===== src/rtl/ioctl_sdram_loader.sv =====
// ioctl_sdram_loader: packs IN_W-bit host download words into OUT_W-bit SDRAM
// writes. Each packed word goes out over a toggle req/ack handshake while the
// host is throttled with ioctl_wait. A trailing partial word is flushed with
// byte enables, committed bytes are counted, and host writes that arrive while
// the loader is busy are flagged.
module ioctl_sdram_loader #(
  parameter int unsigned IN_W         = 16,
  parameter int unsigned OUT_W        = 32,
  parameter int unsigned AW           = 25,
  parameter logic [5:0]  INDEX_LO     = 6'h00,
  parameter logic [5:0]  INDEX_HI     = 6'h01,
  parameter int unsigned BASE_ADDR    = 0,
  parameter int unsigned REGION_SHIFT = 20
) (
  input  logic               clk_sys,
  input  logic               reset,
  input  logic               ioctl_download,
  input  logic [7:0]         ioctl_index,
  input  logic               ioctl_wr,
  input  logic [IN_W-1:0]    ioctl_dout,
  output logic               ioctl_wait,
  output logic [AW-1:0]      mem_waddr,
  output logic [OUT_W-1:0]   mem_din,
  output logic [OUT_W/8-1:0] mem_be,
  output logic               mem_we_req,
  input  logic               mem_we_ack,
  output logic               active,
  output logic               done,
  output logic [AW-1:0]      byte_count,
  output logic               proto_err
);

  localparam int unsigned N    = OUT_W / IN_W;
  localparam int unsigned BPW  = IN_W / 8;
  localparam int unsigned BEW  = OUT_W / 8;
  localparam logic [5:0]  SPAN = INDEX_HI - INDEX_LO;
  localparam logic [2:0]  LANE_LAST = 3'(N - 1);
  localparam logic [2:0]  LANE_END  = 3'(N);

  typedef enum logic [2:0] {
    S_IDLE,
    S_FILL,
    S_WRITE,
    S_FLUSH,
    S_DONE
  } state_t;

  state_t            state_q;
  logic              sel_q;
  logic [2:0]        lane_q;
  logic [2:0]        fill_lane_q;
  logic              flush_q;
  logic [OUT_W-1:0]  din_q;
  logic [BEW-1:0]    be_q;
  logic [AW-1:0]     waddr_q;
  logic [AW-1:0]     bc_q;
  logic [7:0]        commit_q;
  logic              req_q;
  logic              wait_q;
  logic              active_q;
  logic              done_q;
  logic              err_q;

  logic [5:0]        idx_off_c;
  logic              sel_c;
  logic              sel_rise_c;
  logic [AW-1:0]     region_base_c;
  logic [OUT_W-1:0]  din_in_c;
  logic [OUT_W-1:0]  din_flush_c;
  logic [7:0]        flush_bytes_c;
  logic [BEW-1:0]    flush_be_c;
  logic [AW:0]       bc_sum_c;
  logic [AW-1:0]     bc_next_c;
  logic              unused_idx_hi;

  assign unused_idx_hi = ^ioctl_index[7:6];

  // Index window test uses a wrapped offset so one compare covers both bounds.
  always_comb begin
    idx_off_c     = ioctl_index[5:0] - INDEX_LO;
    sel_c         = ioctl_download & (idx_off_c <= SPAN);
    sel_rise_c    = sel_c & ~sel_q;
    region_base_c = AW'(BASE_ADDR) + (AW'(idx_off_c) << REGION_SHIFT);
    // Shift forms keep N = 1 legal (no reversed part-select).
    din_in_c      = (OUT_W'(ioctl_dout) << (OUT_W - IN_W)) | (din_q >> IN_W);
    din_flush_c   = din_q >> IN_W;
    flush_bytes_c = 8'(fill_lane_q) * 8'(BPW);
    flush_be_c    = '0;
    for (int unsigned i = 0; i < BEW; i++) begin
      flush_be_c[i] = (8'(i) < flush_bytes_c);
    end
    bc_sum_c  = {1'b0, bc_q} + (AW+1)'(commit_q);
    bc_next_c = bc_sum_c[AW] ? '1 : bc_sum_c[AW-1:0];
  end

  // Loader FSM: packing, handshake, flush, completion and error tracking.
  always_ff @(posedge clk_sys) begin
    if (reset) begin
      state_q     <= S_IDLE;
      sel_q       <= 1'b0;
      lane_q      <= '0;
      fill_lane_q <= '0;
      flush_q     <= 1'b0;
      din_q       <= '0;
      be_q        <= '0;
      waddr_q     <= '0;
      bc_q        <= '0;
      commit_q    <= '0;
      req_q       <= mem_we_ack;
      wait_q      <= 1'b0;
      active_q    <= 1'b0;
      done_q      <= 1'b0;
      err_q       <= 1'b0;
    end else begin
      sel_q  <= sel_c;
      done_q <= 1'b0;
      if (ioctl_wr && (state_q == S_WRITE || state_q == S_FLUSH)) begin
        err_q <= 1'b1;
      end
      case (state_q)
        S_IDLE: begin
          if (sel_rise_c) begin
            lane_q   <= '0;
            waddr_q  <= region_base_c;
            bc_q     <= '0;
            active_q <= 1'b1;
            state_q  <= S_FILL;
          end
        end
        S_FILL: begin
          // Level test on sel also catches a drop that happened during WRITE.
          if (!sel_c) begin
            if (lane_q == '0) begin
              done_q  <= 1'b1;
              state_q <= S_DONE;
            end else begin
              fill_lane_q <= lane_q;
              state_q     <= S_FLUSH;
            end
          end else if (ioctl_wr) begin
            din_q <= din_in_c;
            if (lane_q == LANE_LAST) begin
              be_q     <= '1;
              commit_q <= 8'(BEW);
              req_q    <= ~req_q;
              wait_q   <= 1'b1;
              flush_q  <= 1'b0;
              state_q  <= S_WRITE;
            end else begin
              lane_q <= lane_q + 3'd1;
            end
          end
        end
        S_WRITE: begin
          if (mem_we_ack == req_q) begin
            wait_q  <= 1'b0;
            waddr_q <= waddr_q + AW'(BEW);
            bc_q    <= bc_next_c;
            lane_q  <= '0;
            if (flush_q) begin
              done_q  <= 1'b1;
              state_q <= S_DONE;
            end else begin
              state_q <= S_FILL;
            end
          end
        end
        S_FLUSH: begin
          if (lane_q == LANE_END) begin
            be_q     <= flush_be_c;
            commit_q <= flush_bytes_c;
            req_q    <= ~req_q;
            flush_q  <= 1'b1;
            state_q  <= S_WRITE;
          end else begin
            din_q  <= din_flush_c;
            lane_q <= lane_q + 3'd1;
          end
        end
        S_DONE: begin
          active_q <= 1'b0;
          state_q  <= S_IDLE;
        end
        default: state_q <= S_IDLE;
      endcase
    end
  end

  assign ioctl_wait = wait_q;
  assign mem_waddr  = waddr_q;
  assign mem_din    = din_q;
  assign mem_be     = be_q;
  assign mem_we_req = req_q;
  assign active     = active_q;
  assign done       = done_q;
  assign byte_count = bc_q;
  assign proto_err  = err_q;

endmodule


===== config.mk =====
export PLATFORM = sky130hd
export DESIGN_NAME = ioctl_sdram_loader
export DESIGN_NICKNAME = d
export VERILOG_FILES = /design/src/rtl/ioctl_sdram_loader.sv
export SDC_FILE = /design/constraint.sdc
export NUM_CORES = 1
export LEC_CHECK = 0
export CORE_MARGIN = 2
export CORE_UTILIZATION = 24
export CTS_CLUSTER_DIAMETER = 30
export CTS_CLUSTER_SIZE = 10
export DETAILED_ROUTE_END_ITERATION = 10
export SYNTH_ARGS = -nofsm -noshare
export SYNTH_HDL_FRONTEND = slang
export SYNTH_SLANG_ARGS = --single-unit
export TNS_END_PERCENT = 30

===== constraint.sdc =====
create_clock -name clk_sys -period 2.3 [get_ports clk_sys]
set_input_delay 0.23 -clock clk_sys [delete_from_list [all_inputs] [get_ports clk_sys]]
set_output_delay 0.23 -clock clk_sys [all_outputs]
set_load 0.01 [all_outputs]

==> results.json <==
{
  "gr-total-overflow": 0,
  "cts_buffers": 9,
  "period_share_pct": 91.8,
  "hold_viol": 0,
  "cellPowerDensity_nw_per_um2": 519,
  "grt_pass1_vias": 4474,
  "final_common_cell": "clkdlybuf4s50_1",
  "fin_nets": 748,
  "postSynthAreaPerCell_sq_um": 8.25,
  "clkSinkCount": 101,
  "die-area_sq_um": 21000,
  "cpPeakStageDelay_ps": 440,
  "vias_per_cell": 4.71,
  "outcome": "complete, no violations",
  "ir_worst_vdd_mv": 0.327,
  "path_cells": "ha_1 > fa_1 > a21o_1 > and2_1 > nand4_1 > buf_4 > nor2_1 > a211o_1",
  "rsz0062_at_grt": "no",
  "finalMaxSlewViolations": 0,
  "dp.cells": 964,
  "yosysWarnings": 0,
  "cp_num_buf_inv": 1,
  "yosys.cell_types.count": 63,
  "drtIter0Drc": 291,
  "finalWeightedCongestion": 0.837,
  "drive_gt1_share_pct": 10.3,
  "fin_skew_ps": 13.6,
  "areaGrowthSynthToFinish_pct": 41.5,
  "cp_max_fo": 4,
  "path_clk_slew_ps": 80,
  "seq_area_frac_synth_pct": 42.6,
  "drv_cap": 0,
  "via_count": 4620,
  "antenna-diode-count": 0,
  "max_slew_margin_pct": 50.3,
  "root_buffer": "clkbuf_16",
  "ys.flop_type": "dfxtp_1",
  "p_leak_nw": 2.26,
  "dr.pass1.iters": 5,
  "holdBufCountCts": 0,
  "slowest_stage": "fa_1",
  "clock_path_buffers": 2,
  "total_power_mw": 3.51,
  "grt_max_degree": 33,
  "antenna_found_initial": 0,
  "clk_latency_ps": 350,
  "cp_data_required_time_ps": 2550,
  "finalInstanceArea_sq_um": 6760,
  "grt_first_pass_wirelength_um": 23700,
  "final_cell_mix": "clkdlybuf4s50_1, dfxtp_1, nand2_1, a21oi_1, buf_4",
  "synth-seq-cells": 101,
  "drcViolationCount": 0,
  "final_cells": 980,
  "die_h_um": 145,
  "ant_nets": 0,
  "critPathTopFamily": "adder cells",
  "synth_cells": 579,
  "port_buffers": 115,
  "coreArea_sq_um": 19500,
  "wl_um": 14200,
  "fmax_ghz": 0.474,
  "die_width_um": 145,
  "cts_tree": "done",
  "final_util_pct": 34.7,
  "startpoint_type": "flip-flop",
  "arrival_ps": 2360,
  "syn_area_sq_um": 4770,
  "wire_per_inst_um": 14.5,
  "tightest_slew_ps": 745,
  "min_period_ps": 2110,
  "finalSetupViolations": 0,
  "worstHoldPathType": "primary input to flip-flop",
  "htreeDepth": 3,
  "dpl_cell_area_sq_um": 6440,
  "cp-end-kind": "flip-flop",
  "nFillCells": 2017,
  "grtUsageTotal_pct": 13.6,
  "ios": 120,
  "setup_slack_ps": 188,
  "start_util_pct": 24.5,
  "synth_edf_count": 1,
  "synth-async-reset-ratio_pct": 0,
  "crit_type": "flip-flop to flip-flop",
  "fp-row-count": 51,
  "pre_cts_ws_ps": -231,
  "dp_hpwl_um": 10400
}
[logic make-up (layout without fill, tap and decap cells)]
logic type                 count (synthesis)  after routing  synth area share, %
AOI/OAI and AO/OA                        149            149                 19.4
xor gates and xnor gates                  21             21                 3.85
adders and majority gates                  9              9                 2.52
buffers and inverters                     54            189                 5.06
DFF                                      101            101                 42.6
muxes                                      6              6                 1.28
other                                      1              2               0.0785
and+or+nand+nor                          238            238                 25.2
[tightest hold or removal path, cell delays in order]
cell and delay (ps):
buf_2 130, nand2b_1 230, o22ai_1 110
[flip-flops by register name (all words and copies together), names as in the netlist, 2 cells and up]
signal	cells
byte_count	25
mem_be	2
mem_din	32
mem_waddr	23
commit_q	3
fill_lane_q	3
state_q	3
lane_q	3
[area by class of cell]
class                           count  area (sq um)  share of cell area, %
Clock buffer                       10           250                   3.70
Multi-Input combinational cell    425          2520                   37.3
Timing Repair Buffer              162          1520                   22.6
Clock inverter                      6          60.1                  0.889
Sequential cell                   101          2030                   30.1
Inverter                           11          41.3                  0.611
Tap cell                          265           332                   4.91
[metal layers]
| metal | vias up | global-route usage (%) | routed length, um | share of wire, % |
|---|---|---|---|---|
| li1 | 2352 | - | - | - |
| met1 | 2153 | 18.5 | 6920 | 49 |
| met2 | 108 | 21.7 | 6430 | 45 |
| met3 | 7 | 3.55 | 729 | 5.1 |
| met4 | 0 | 3.27 | 129 | 0.91 |
| met5 | - | 0 | 0 | 0 |
[through the flow]
stage	setup TNS, ps	hold WS (ps)
after detailed placement	-2190	449
after CTS	0	379
final	0	391
after global placement	-1160	443
after global routing	0	416
after floorplan	0	382
[what timing repair did]
action	CTS	global route
endpoints found under the setup margin	0	16
setup buffers	0	0
endpoints found under the hold margin	0	0
resized for setup	0	2
[worst paths after layout]
| kind | from | endpoint | slack [ps] | cells after the start |
|---|---|---|---|---|
| max | byte_count[1] | byte_count[19] | 190 | 8 |
| min | reset | byte_count[12] | 390 | 3 |
| max reg2reg | byte_count[1] | byte_count[19] | 190 | 8 |
| min reg2reg | mem_din[15] | mem_din[15] | 460 | 2 |
[synth_stat cells (2+ instances only)]
| master | number | share of area (%) |
|---|---|---|
| nand4_1 | 14 | 1.8 |
| o31ai_1 | 2 | 0.31 |
| a211oi_1 | 6 | 0.94 |
| nand3_1 | 32 | 3.4 |
| a41oi_1 | 4 | 0.73 |
| or3_1 | 6 | 0.79 |
| nor4_2 | 2 | 0.52 |
| a31oi_1 | 18 | 2.4 |
| o21ai_0 | 15 | 1.6 |
| o21ai_1 | 2 | 0.21 |
| nor2b_1 | 2 | 0.26 |
| inv_1 | 11 | 0.86 |
| nor4_1 | 6 | 0.79 |
| buf_2 | 9 | 0.94 |
| and4_1 | 5 | 0.92 |
| ha_1 | 8 | 2.1 |
| nor2_1 | 41 | 3.2 |
| xor2_1 | 14 | 2.6 |
| xnor2_1 | 7 | 1.3 |
| a21oi_1 | 63 | 6.6 |
| o2111ai_1 | 5 | 0.92 |
| nand4b_1 | 2 | 0.37 |
| a22oi_1 | 4 | 0.63 |
| o2111a_1 | 2 | 0.47 |
| and3_1 | 6 | 0.79 |
| nand2b_1 | 6 | 0.79 |
| buf_1 | 2 | 0.16 |
| mux2i_1 | 5 | 1.0 |
| dfxtp_1 | 100 | 42 |
| or4_1 | 3 | 0.47 |
| nor3_1 | 10 | 1.0 |
| nand2_1 | 86 | 6.8 |
| a221oi_1 | 3 | 0.55 |
| clkbuf_1 | 24 | 1.9 |
| and2_1 | 5 | 0.66 |
| a21o_1 | 3 | 0.47 |
| o211ai_1 | 9 | 1.4 |
| buf_4 | 7 | 1.1 |
| o22ai_1 | 4 | 0.52 |
| nor4b_1 | 2 | 0.37 |
| nor3b_1 | 2 | 0.31 |
[power by group]
part           switching, mW  total [mW]  internal [mW]  leakage, nW
registers            0.00535        1.76           1.76        0.815
logic                 0.0791       0.154         0.0749         1.29
clock network          0.759        1.59          0.832        0.154
Note: power is estimated with default switching activity, not from simulation.
